==> config.mk <==
export PLATFORM = sky130hd
export DESIGN_NAME = mux4_rr_arbiter
export DESIGN_NICKNAME = d
export VERILOG_FILES = /design/src/rtl/mux4_arb_pkg.sv /design/src/rtl/mux4_rr_pick.sv /design/src/rtl/mux4_rr_arbiter.sv
export SDC_FILE = /design/constraint.sdc
export NUM_CORES = 1
export LEC_CHECK = 0
export ABC_AREA = 1
export CAP_MARGIN = 20
export CORE_ASPECT_RATIO = 0.75
export CORE_MARGIN = 10
export CORE_UTILIZATION = 30
export CTS_BUF_LIST = sky130_fd_sc_hd__clkbuf_8 sky130_fd_sc_hd__clkbuf_16
export CTS_CLUSTER_DIAMETER = 150
export CTS_CLUSTER_SIZE = 20
export DETAILED_ROUTE_END_ITERATION = 10
export HOLD_SLACK_MARGIN = 0.1
export PLACE_DENSITY = 0.6
export SLEW_MARGIN = 25
export SYNTH_ARGS = -nofsm -noshare
export SYNTH_HDL_FRONTEND = slang
export SYNTH_SLANG_ARGS = --single-unit
export TNS_END_PERCENT = 1
==> constraint.sdc <==
create_clock -name clk -period 4.58 [get_ports clk]
set_clock_uncertainty 0.2 [all_clocks]
set_input_delay 0.916 -clock clk [delete_from_list [all_inputs] [get_ports clk]]
set_output_delay 0.916 -clock clk [all_outputs]
set_load 0.005 [all_outputs]
==> src/rtl/mux4_arb_pkg.sv <==
// Shared types and sizes for the 4-way round-robin arbiter and its picker.
package mux4_arb_pkg;

    typedef enum logic {
        IDLE  = 1'b0,
        GRANT = 1'b1
    } arb_state_t;

    localparam int NUM_REQ = 4;
    localparam int SEL_W   = 2;

endpackage

==> src/rtl/mux4_rr_pick.sv <==
// Combinational round-robin picker: first active request after 'last', wrapping mod 4.
// Zero latency; no flow control of its own.
module mux4_rr_pick
    import mux4_arb_pkg::*;
(
    input  logic [NUM_REQ-1:0] req,
    input  logic [SEL_W-1:0]   last,
    output logic [SEL_W-1:0]   winner,
    output logic               any
);

    logic             found;
    logic [SEL_W-1:0] idx;

    // k=1..4 visits last+1 .. last+4 (== last), so 'last' has lowest priority.
    always_comb begin
        winner = '0;
        found  = 1'b0;
        idx    = '0;
        any    = |req;
        for (int k = 1; k <= NUM_REQ; k++) begin
            idx = last + SEL_W'(k);
            if (!found && req[idx]) begin
                winner = idx;
                found  = 1'b1;
            end
        end
    end

endmodule

==> src/rtl/mux4_rr_arbiter.sv <==
// Round-robin arbiter driving a registered select into a 4:1 data mux; grant 1 clock after request.
// Holds grant/sel/beat count while out_rdy is low; at most BURST accepted beats per grant.
module mux4_rr_arbiter
    import mux4_arb_pkg::*;
#(
    parameter int DW    = 8,
    parameter int BURST = 4
) (
    input  logic               clk,
    input  logic               rst,
    input  logic [NUM_REQ-1:0] req,
    input  logic [DW-1:0]      din_a,
    input  logic [DW-1:0]      din_b,
    input  logic [DW-1:0]      din_c,
    input  logic [DW-1:0]      din_d,
    input  logic               out_rdy,
    output logic [NUM_REQ-1:0] grant,
    output logic [SEL_W-1:0]   sel,
    output logic [DW-1:0]      dout,
    output logic               dout_vld
);

    localparam int CW = (BURST > 1) ? $clog2(BURST) : 1;

    arb_state_t       state;
    logic [SEL_W-1:0] last;
    logic [CW-1:0]    beat_cnt;
    logic [SEL_W-1:0] winner;
    logic             any;
    logic             accept;
    logic             last_beat;
    logic             release_now;

    mux4_rr_pick u_pick (
        .req    (req),
        .last   (last),
        .winner (winner),
        .any    (any)
    );

    always_comb begin
        dout = din_a;
        case (sel)
            2'd0:    dout = din_a;
            2'd1:    dout = din_b;
            2'd2:    dout = din_c;
            default: dout = din_d;
        endcase
    end

    assign dout_vld    = (state == GRANT) && req[sel];
    assign accept      = dout_vld && out_rdy;
    assign last_beat   = (beat_cnt == CW'(BURST - 1));
    // A dropped request releases even under backpressure.
    assign release_now = !req[sel] || (accept && last_beat);

    always_ff @(posedge clk or posedge rst) begin
        if (rst) begin
            state    <= IDLE;
            grant    <= '0;
            sel      <= '0;
            beat_cnt <= '0;
            last     <= SEL_W'(NUM_REQ - 1);
        end else begin
            case (state)
                IDLE: begin
                    if (any) begin
                        sel      <= winner;
                        grant    <= NUM_REQ'(1) << winner;
                        beat_cnt <= '0;
                        state    <= GRANT;
                    end
                end
                GRANT: begin
                    if (release_now) begin
                        last     <= sel;
                        grant    <= '0;
                        beat_cnt <= '0;
                        state    <= IDLE;
                    end else if (accept) begin
                        beat_cnt <= beat_cnt + CW'(1);
                    end
                end
                default: begin
                    state <= IDLE;
                    grant <= '0;
                end
            endcase
        end
    end

endmodule

==> results of run 1 <==
-- registers in the layout, indices dropped and copies added (netlist names) --
register	flops
last	2
beat_cnt	2
state	1
sel	2
grant	4
-- layout make-up --
| cell class | instances | area share [%] |
|---|---|---|
| Clock buffer | 3 | 2.418 |
| Sequential cell | 11 | 16.26 |
| Timing Repair Buffer | 53 | 31.06 |
| Tap cell | 50 | 3.663 |
| Clock inverter | 1 | 0.2198 |
| Multi-Input combinational cell | 145 | 42.71 |
| Inverter | 16 | 3.663 |
-- worst register-to-register path: cells and delay by family, from the launching register on --
family | cells | cell delay, ns
and+or+nand+nor | 10 | 0.79
DFF | 1 | 0.66
buffers and inverters | 1 | 0.16
-- cells in the mapped netlist --
cell      count
nor2_1        6
dfrtp_1       9
buf_6         3
a21oi_2       2
nand2_2      12
nand2_4       4
a21boi_2      1
inv_2         4
a21oi_1       3
nand3_1      15
a22oi_2       1
inv_1        11
nor2_2        3
inv_4         1
nor2_4        1
mux2i_1       1
nand2_1      76
o21ai_1       6
nand3_2       2
nand4_1      10
ha_1          1
dfstp_2       2
o21ai_0       1
-- how the worst min path moves through the flow --
stage | end | cells past startpoint
finish | beat_cnt[0] | 1
global route | beat_cnt[0] | 1
CTS | beat_cnt[0] | 1
detailed placement | beat_cnt[0] | 1
global placement | beat_cnt[0] | 1
floorplan | beat_cnt[0] | 1
-- per-stage QoR --
| stage | utilization, % | instances | hold slack (ns) | setup slack (ns) |
|---|---|---|---|---|
| after floorplan | - | 175 | 0.2569 | 2.156 |
| after global placement | 48.90 | 275 | 0.2672 | 1.068 |
| after detailed placement | 48.90 | 275 | 0.2802 | 1.061 |
| after CTS | 50.22 | 279 | 0.2865 | 1.056 |
| after global routing | 50.22 | 279 | 0.3308 | 0.9537 |
| final | 50.22 | 279 | 0.2824 | 1.065 |
-- per-layer routing --
layer / share of wire, % / up-vias / wire (um)
li1: - / 676 / -
met1: 51 / 570 / 1953
met2: 41 / 48 / 1586
met3: 7.0 / 3 / 269
met4: 0.47 / 0 / 18
met5: 0 / - / 0
-- power by group --
group	total, uW	switching (uW)	leakage, uW	internal, uW
Combinational	769	433	0.000635	336
Sequential	205	59.1	0.000136	146
Clock	92.4	33.8	0.0000269	58.6
-- kinds of logic after synthesis --
kind of cell | share of synthesized area, %
mux | 0.9071
simple gates | 55.78
fa+ha+maj | 1.134
compound gates | 8.276
flops | 25.17
buf+inv | 8.730
==> metrics.txt, run 1 <==
FF-to-FF setup slack 2.65 ns; hold path startpoint beat_cnt[0]; die area 0.006530 sq mm; Mean Syn Cell Area 6.306 sq um; CTS sink cnt 11; first-pass GRT wire length 6.630 mm; commonest non-fill, non-tap cell in the layout nand2_1; hold crit path type flip-flop to flip-flop; post-synth top area cell nand2_1; DRC 0; final net count 270; met1 usage 16.35%; H-tree depth 1; clock slew at reported path FFs 0.05 ns; Max VDD drop 0.3424 mV; Buf+Inv Stages, Crit Path 3; Vert. Die Dim 72.53 um; Net Count, Synth 215; Synth top area share 25.85%; Final Cell Area 0.001708 sq mm; # fillers 344; vias in the first global route 1,326; Crit-path slowest cell clkdlybuf4s50_1; DP Area 0.001663 sq mm; Tot Pwr 1066 uW; Final ANT Viol Nets 0; 1st-iter DRT viols 66; Yosys cell types 23; GR Layer Usage met3 2.261%; most frequent cells in the layout nand2_1 (76), clkdlybuf4s50_1 (53), nand3_1 (15), nand2_2 (12), inv_1 (12); slowest stage delay, CP 0.54 ns; I/O pin count 54; pins over their slew limit 0; hold buffers post-CTS 0; crit path capture dout_vld; number of vias per cell 4.649; pin count of the biggest net entering global routing 13; Finish-stage setup viols 0; Root Buffer clkbuf_8; Num CTS Buffers 3; Synth Instances 175; Pleak 0.0007978 uW; Min Clock Period, post-route 3.515 ns; worst setup path start req[3]; Crit Path Class input port to primary output; CP Launch Type input port; PwrDens 624.2 mW/mm^2; RR Startpoint last[0]; Slew Limit Headroom 69.52%; antenna cell count 0; multi-input logic area 729.5 sq um; routed length per placed instance 13.72 um; RSZ-0062 raised after global routing no; Levels on crit path 6; final cycle utilization of the critical path 76.75%; Cell Rows 18; grt total ovfl 0; CTS tree built; RR Endpoint grant[0]; Placer Congestion 0.8666; routed via count 1,297; M2 GR Usage 19.13%; CP required 3.46 ns; die width 90.04 um; Seq/Total Area, Yosys 25.17%; delay-heaviest family, CP buffers and inverters; CP Max Fanout 4; status completed; PostCTS Resize Cnt 0; Layout area overhead 54.76%; crit path capture type primary output; Reg area 277.8 sq um; all-layer global routing usage 11.92%; count of final hold-check violations 0; setup bufs post-CTS 0; Worst R2R Path Depth 11; Sum Neg Setup Slack 0 ns; initial antenna violation count 0; Synth Cell Area 0.001104 sq mm; post-synthesis register bit count 11; CP arrival 2.40 ns; fmax 0.2845 GHz; # Max-Cap Violations 0; synth top area cells nand2_1 (26%), dfrtp_1 (20%), nand2_2 (6.8%), nand3_1 (6.8%), nand4_1 (5.7%); insertion delay to the later sink of the worst-skew pair 0.23 ns; PortBufs 53; drt pass-1 iters 4; Post-DP HPWL 3.146 mm; total routed wirelength 3.828 mm; initial core utilization 32.45%; CTS max path bufs 2; CP dominant cell by count clkdlybuf4s50_1; Worst-Margin Slew 0.4567 ns; Synthesis Warnings 0; worst-path cell chain clkdlybuf4s50_1, inv_1, nor2_1, a21oi_2, a21oi_1, clkdlybuf4s50_1; Core Footprint 0.003401 sq mm; GRT Max-Usage Layer met2; share of layout cells above drive strength 1 15.72%
No activity file was read; power rests on OpenSTA's default activity.
==> inputs of run 2 (changes only) <==
==> constraint.sdc (replaced) <==
create_clock -name clk -period 3.69 [get_ports clk]
set_clock_uncertainty 0.2 [all_clocks]
set_input_delay 0.738 -clock clk [delete_from_list [all_inputs] [get_ports clk]]
set_output_delay 0.738 -clock clk [all_outputs]
set_load 0.005 [all_outputs]
==> results of run 2 <==
Same layout as run 1 (identical final DEF). Status: completed.
Among the figures that moved: setup slack after placement 1.061 ns -> 0.5268 ns; setup slack after layout 1.065 ns -> 0.5310 ns; register-to-register setup slack 2.65 ns -> 1.76 ns; total power 1066 uW -> 1323 uW; worst IR drop on VDD 0.3424 mV -> 0.4250 mV
